## config.mk

```make
export PLATFORM = sky130hd
export DESIGN_NAME = seq_array_multiplier
export DESIGN_NICKNAME = d
export VERILOG_FILES = /design/src/rtl/mult_pkg.sv /design/src/rtl/mul_add_stage.sv /design/src/rtl/seq_array_multiplier.sv
export SDC_FILE = /design/constraint.sdc
export NUM_CORES = 1
export LEC_CHECK = 0
export CAP_MARGIN = 30
export CELL_PAD_IN_SITES_DETAIL_PLACEMENT = 0
export CELL_PAD_IN_SITES_GLOBAL_PLACEMENT = 1
export CORE_MARGIN = 2
export CORE_UTILIZATION = 47
export CTS_CLUSTER_DIAMETER = 40
export DETAILED_ROUTE_END_ITERATION = 12
export PLACE_DENSITY = 0.83
export SYNTH_ARGS = -nofsm -noshare
export SYNTH_HDL_FRONTEND = slang
export SYNTH_SLANG_ARGS = --single-unit
```

## constraint.sdc

```tcl
create_clock -name clk -period 11.65 [get_ports clk]
set_clock_uncertainty 0.15 [all_clocks]
set_input_delay 2.33 -clock clk [delete_from_list [all_inputs] [get_ports clk]]
set_output_delay 2.33 -clock clk [all_outputs]
set_load 0.1 [all_outputs]
```

## src/rtl/mult_pkg.sv

```systemverilog
// rtl/mult_pkg.sv - shared types and constants for the sequential multiplier
package mult_pkg;

    typedef enum logic [1:0] {
        S_IDLE = 2'd0,
        S_BUSY = 2'd1,
        S_DONE = 2'd2
    } state_t;

    // Operand widths the datapath is built for.
    localparam int WIDTH_MIN = 2;
    localparam int WIDTH_MAX = 32;

    // Step counter width; at least one bit even for the narrowest operands.
    function automatic int cnt_width(input int w);
        return (w <= 2) ? 1 : $clog2(w);
    endfunction

endpackage

```

## src/rtl/mul_add_stage.sv

```systemverilog
// rtl/mul_add_stage.sv - ripple-carry adder built from full-adder cells
//   i_a, i_b : N-bit addends
//   i_cin    : carry into bit 0
//   o_sum    : N-bit sum (carry out of the top bit is dropped)
module mul_add_stage #(
    parameter int N = 16
) (
    input  logic [N-1:0] i_a,
    input  logic [N-1:0] i_b,
    input  logic         i_cin,
    output logic [N-1:0] o_sum
);

    logic [N-1:0] w_c;

    assign w_c[0] = i_cin;

    for (genvar i = 0; i < N; i++) begin : g_fa
        assign o_sum[i] = i_a[i] ^ i_b[i] ^ w_c[i];
        if (i < N - 1) begin : g_carry
            assign w_c[i+1] = (i_a[i] & i_b[i]) | (i_a[i] & w_c[i]) | (i_b[i] & w_c[i]);
        end
    end

endmodule

```

## src/rtl/seq_array_multiplier.sv

```systemverilog
// rtl/seq_array_multiplier.sv - iterative shift-add WIDTH x WIDTH multiplier with handshakes
//   clk, rst             : clock, asynchronous active-high reset
//   ena                  : global enable, freezes state and masks handshakes when low
//   in_valid, in_ready   : operand handshake (a, b, signed_mode sampled on accept)
//   out_valid, out_ready : product handshake
//   p                    : registered 2*WIDTH-bit product
module seq_array_multiplier
    import mult_pkg::*;
#(
    parameter int WIDTH = 8
) (
    input  logic                 clk,
    input  logic                 rst,
    input  logic                 ena,
    input  logic                 in_valid,
    output logic                 in_ready,
    input  logic [WIDTH-1:0]     a,
    input  logic [WIDTH-1:0]     b,
    input  logic                 signed_mode,
    output logic                 out_valid,
    input  logic                 out_ready,
    output logic [2*WIDTH-1:0]   p
);

    localparam int CW = cnt_width(WIDTH);
    localparam logic [CW-1:0] LAST_STEP = CW'(WIDTH - 1);

    state_t             r_state;
    logic [CW-1:0]      r_cnt;
    logic [WIDTH-1:0]   r_mag_a;
    logic [WIDTH-1:0]   r_mag_b;
    logic               r_neg;
    logic [2*WIDTH-1:0] r_acc;

    logic [WIDTH-1:0]   w_mag_a;
    logic [WIDTH-1:0]   w_mag_b;
    logic [2*WIDTH-1:0] w_partial;
    logic [2*WIDTH-1:0] w_acc_next;
    logic [2*WIDTH-1:0] w_acc_neg;

    // Magnitude of the most negative value wraps to itself, which read as
    // unsigned is exactly its magnitude.
    assign w_mag_a = (signed_mode & a[WIDTH-1]) ? -a : a;
    assign w_mag_b = (signed_mode & b[WIDTH-1]) ? -b : b;

    assign w_partial = r_mag_b[r_cnt] ? ({{WIDTH{1'b0}}, r_mag_a} << r_cnt) : '0;

    mul_add_stage #(.N(2*WIDTH)) u_acc_add (
        .i_a   (r_acc),
        .i_b   (w_partial),
        .i_cin (1'b0),
        .o_sum (w_acc_next)
    );

    // Two's-complement negate of the final accumulator: ~x + 1.
    mul_add_stage #(.N(2*WIDTH)) u_neg_add (
        .i_a   (~w_acc_next),
        .i_b   ('0),
        .i_cin (1'b1),
        .o_sum (w_acc_neg)
    );

    assign in_ready  = ena & ~rst & (r_state == S_IDLE);
    assign out_valid = ena & (r_state == S_DONE);

    always_ff @(posedge clk or posedge rst) begin
        if (rst) begin
            r_state <= S_IDLE;
            r_cnt   <= '0;
            r_mag_a <= '0;
            r_mag_b <= '0;
            r_neg   <= 1'b0;
            r_acc   <= '0;
            p       <= '0;
        end else if (ena) begin
            case (r_state)
                S_IDLE: begin
                    if (in_valid) begin
                        r_mag_a <= w_mag_a;
                        r_mag_b <= w_mag_b;
                        r_neg   <= signed_mode & (a[WIDTH-1] ^ b[WIDTH-1]);
                        r_acc   <= '0;
                        r_cnt   <= '0;
                        r_state <= S_BUSY;
                    end
                end
                S_BUSY: begin
                    r_acc <= w_acc_next;
                    if (r_cnt == LAST_STEP) begin
                        r_cnt   <= '0;
                        p       <= r_neg ? w_acc_neg : w_acc_next;
                        r_state <= S_DONE;
                    end else begin
                        r_cnt <= r_cnt + 1'b1;
                    end
                end
                S_DONE: begin
                    if (out_ready) begin
                        r_state <= S_IDLE;
                    end
                end
                default: r_state <= S_IDLE;
            endcase
        end
    end

endmodule

```

==> impl_results.md <==
* IO Count at 40
* Metal1 wirelength at 2.92 mm
* Initial antenna violation count at 0
* F_max at 0.126 GHz
* Warnings from Yosys at 0
* Core footprint at 0.00691 mm^2
* PortBufs at 39
* Clock Tree Buf Depth at 2
* Pre-Repair DR Iteration Count at 4
* Post-place setup slack at 3.74 ns
* Placed insts at 488
* Clk network pwr share at 11.0%
* Worst Hold Launch: p[4]
* Final cell count without fillers at 496
* Yosys reg bits at 54
* Via/cell ratio at 5.11
* Mapped Cells at 368
* Register area share after synthesis at 39.8%
* Wirelength per Cell at 12.3 um
* Synth top cells by count: 68 x nand2_1, 54 x dfrtp_1, 50 x o21ai_0
* Gr ovfl total at 0
* Setup ws final at 3.72 ns
* Worst EP arrival at 7.93 ns
* Logic pwr share at 55.0%
* Crit path max fanout at 19
* First-pass GRT wire length at 11.0 mm
* RD Place Congestion at 0.776
* Total internal power at 509 uW
* Max layer used: met4
* WP data required at 11.66 ns
* Reg-to-reg startpoint: r_cnt[0]
* Die width at 89.0 um
* Pin count of the biggest net entering global routing at 38
* Count leader, synth: nand2_1
* Drt initial violations at 62
* Post-cts sizing count at 0
* Syn_area_per_cell at 9.23 um^2
* Final worst path period share at 68.0%
* Seq pwr share at 34.0%
* CP Class: register to register
* Post-CTS Setup Bufs at 0
* P_sw at 475 uW
* All-layer global routing usage at 17.5%
* Worst hold path type: register to register
* Post-route minimum period at 7.93 ns
* Post-Route WL at 6.12 mm
* CP startpoint kind: register
* DRC violations left at 0
* Via count at 2533
* Share of the synthesized area in the top cell type at 39.8%
* Final setup vio count at 0
* Max cap viols at 0
* Clock Latency Late Sink at 0.30 ns
* Fillers at 661
* Layout area overhead at 16.3%
* Worst Setup End Kind: register
* Met3 routed WL at 218 um
* Layout cells sized above 1 at 5.00%
* Die area at 0.00793 mm^2
* Post-synthesis cell type count at 41
* CTS root buf: clkbuf_8
* Slew Limit Fails at 0
* H-tree levels at 2
* Outcome: completed
* Post-synth EDFFs at 0
* Starting Density at 49.2%
* Max VDD drop at 0.0682 mV
* Clock Sinks at 54
* RSZ-0062 raised after global routing: no
* CTS buffer count at 5
* Ys async rst share at 100%
* Syn Nets at 423
* Cts hold-fix bufs at 0
* Fin nets at 454
* Sw Share at 48.3%
* DR WL met2 at 2.91 mm
* Fin util at 57.2%
* Chip Height at 89.0 um
* Predominant post-synthesis flop cell: dfrtp_1
* Slew headroom at 34.7%
* Vias in the first global route at 2452
* Remaining antenna violation count at 0
* Cell Rows at 30
* CP Launch Point: r_cnt[0]
* Post-Syn Area at 0.00340 mm^2
* Pwr per Cell Area at 249 mW/mm^2
* Sum Neg Setup Slack at 0 ns
* Worst Max-Slew Pin Slew at 0.977 ns
* Endpoints failing hold at 0
* Largest cells by area after synthesis: dfrtp_1 40%, fa_1 8.2%, nand2_1 7.5%, o21ai_0 7.4%, ha_1 7.0%
* Lkg Pwr at 1.68 nW
* Ant diodes at 0
* DPL Wire Length at 4.82 mm
* Synth area leader: dfrtp_1
* CTS tree: built
* Clock Pin Slew Worst Setup and Hold Paths at 0.10 ns
power by group through the flow:
| stage | registers [mW] | clock network, mW | logic [mW] |
|---|---|---|---|
| 2_1_floorplan | 0.419 | 0 | 0.338 |
| 3_3_place_gp | 0.335 | 0 | 0.532 |
| 3_5_place_dp | 0.339 | 0 | 0.545 |
| 4_1_cts | 0.336 | 0.112 | 0.548 |
| 5_1_grt | 0.349 | 0.119 | 0.618 |
| 6_report | 0.335 | 0.108 | 0.541 |
cells by family after synthesis:
kind of cell	count (synthesis)	synth area share (%)
flops	54	39.8
fa+ha+maj	33	15.2
buf+inv	44	5.27
xor+xnor	13	3.35
simple gates	124	16.0
compound gates	85	13.7
mux	15	6.70
registers in the layout (all words and copies together) (netlist names):
register and cells:
p 16, r_acc 16, r_cnt 3, r_mag_a 8, r_mag_b 8, r_neg 1, r_state 2
layout make-up:
class | instances | area, um^2 | area share [%]
clock buffer | 6 | 82.6 | 2.09
inverter | 27 | 101 | 2.56
sequential | 54 | 1350 | 34.2
clock inverter | 2 | 12.5 | 0.316
timing repair buffer | 41 | 418 | 10.6
multi-input combinational | 270 | 1870 | 47.2
tap | 96 | 120 | 3.04
layout by cell type (no fill, tap or decap), drive strengths merged, types with 4 or more instances in the layout:
cell type	count
xor2	4
clkbuf	6
a21oi	15
ha	19
clkdlybuf4s50	39
nand2	68
and2	4
inv	27
o21ai	52
fa	14
nor2b	5
nor2	27
xnor2	9
mux2i	7
mux4	6
a31oi	9
dfrtp	54
nand3	4
path summary, 6_finish.rpt:
check | endpoint | cells past startpoint | slack [ns]
min | p[4] | 2 | 0.33
min reg2reg | p[4] | 2 | 0.33
min in group asynchronous | r_state[1] | 2 | 2.19
max | p[15] | 27 | 3.72
max reg2reg | p[15] | 27 | 3.72
max in group asynchronous | r_acc[1] | 3 | 8.64
routing by layer:
layer  track usage, %  vias to the layer above
li1                 -                     1311
met1             22.8                     1164
met2             30.1                       52
met3             3.05                        6
met4             5.16                        0
met5                0                        -
stage by stage:
stage          hold WS (ns)  instance area, um^2  total power [mW]
2_1_floorplan         0.295                 3400             0.758
3_3_place_gp          0.309                 3840             0.867
3_5_place_dp          0.319                 3860             0.884
4_1_cts               0.342                 3950             0.996
5_1_grt               0.362                 3950              1.09
6_report              0.333                 3950             0.984
worst max-delay path: stages, from the launching register on:
cell and delay [ns]:
dfrtp_1 0.81, mux4_2 0.44, nor2b_1 0.24, and2_1 0.16, ha_1 0.13, inv_1 0.04
fa_1 0.36, inv_1 0.07, fa_1 0.15, inv_1 0.05, fa_1 0.37, fa_1 0.39
fa_1 0.39, fa_1 0.39, fa_1 0.39, fa_1 0.39, fa_1 0.39, fa_1 0.39
fa_1 0.39, fa_1 0.37, inv_1 0.07, fa_1 0.15, inv_1 0.05, fa_1 0.48
ha_1 0.22, nor2b_1 0.13, xnor2_1 0.12, o21ai_0 0.09
Note: power is estimated with default switching activity, not from simulation.
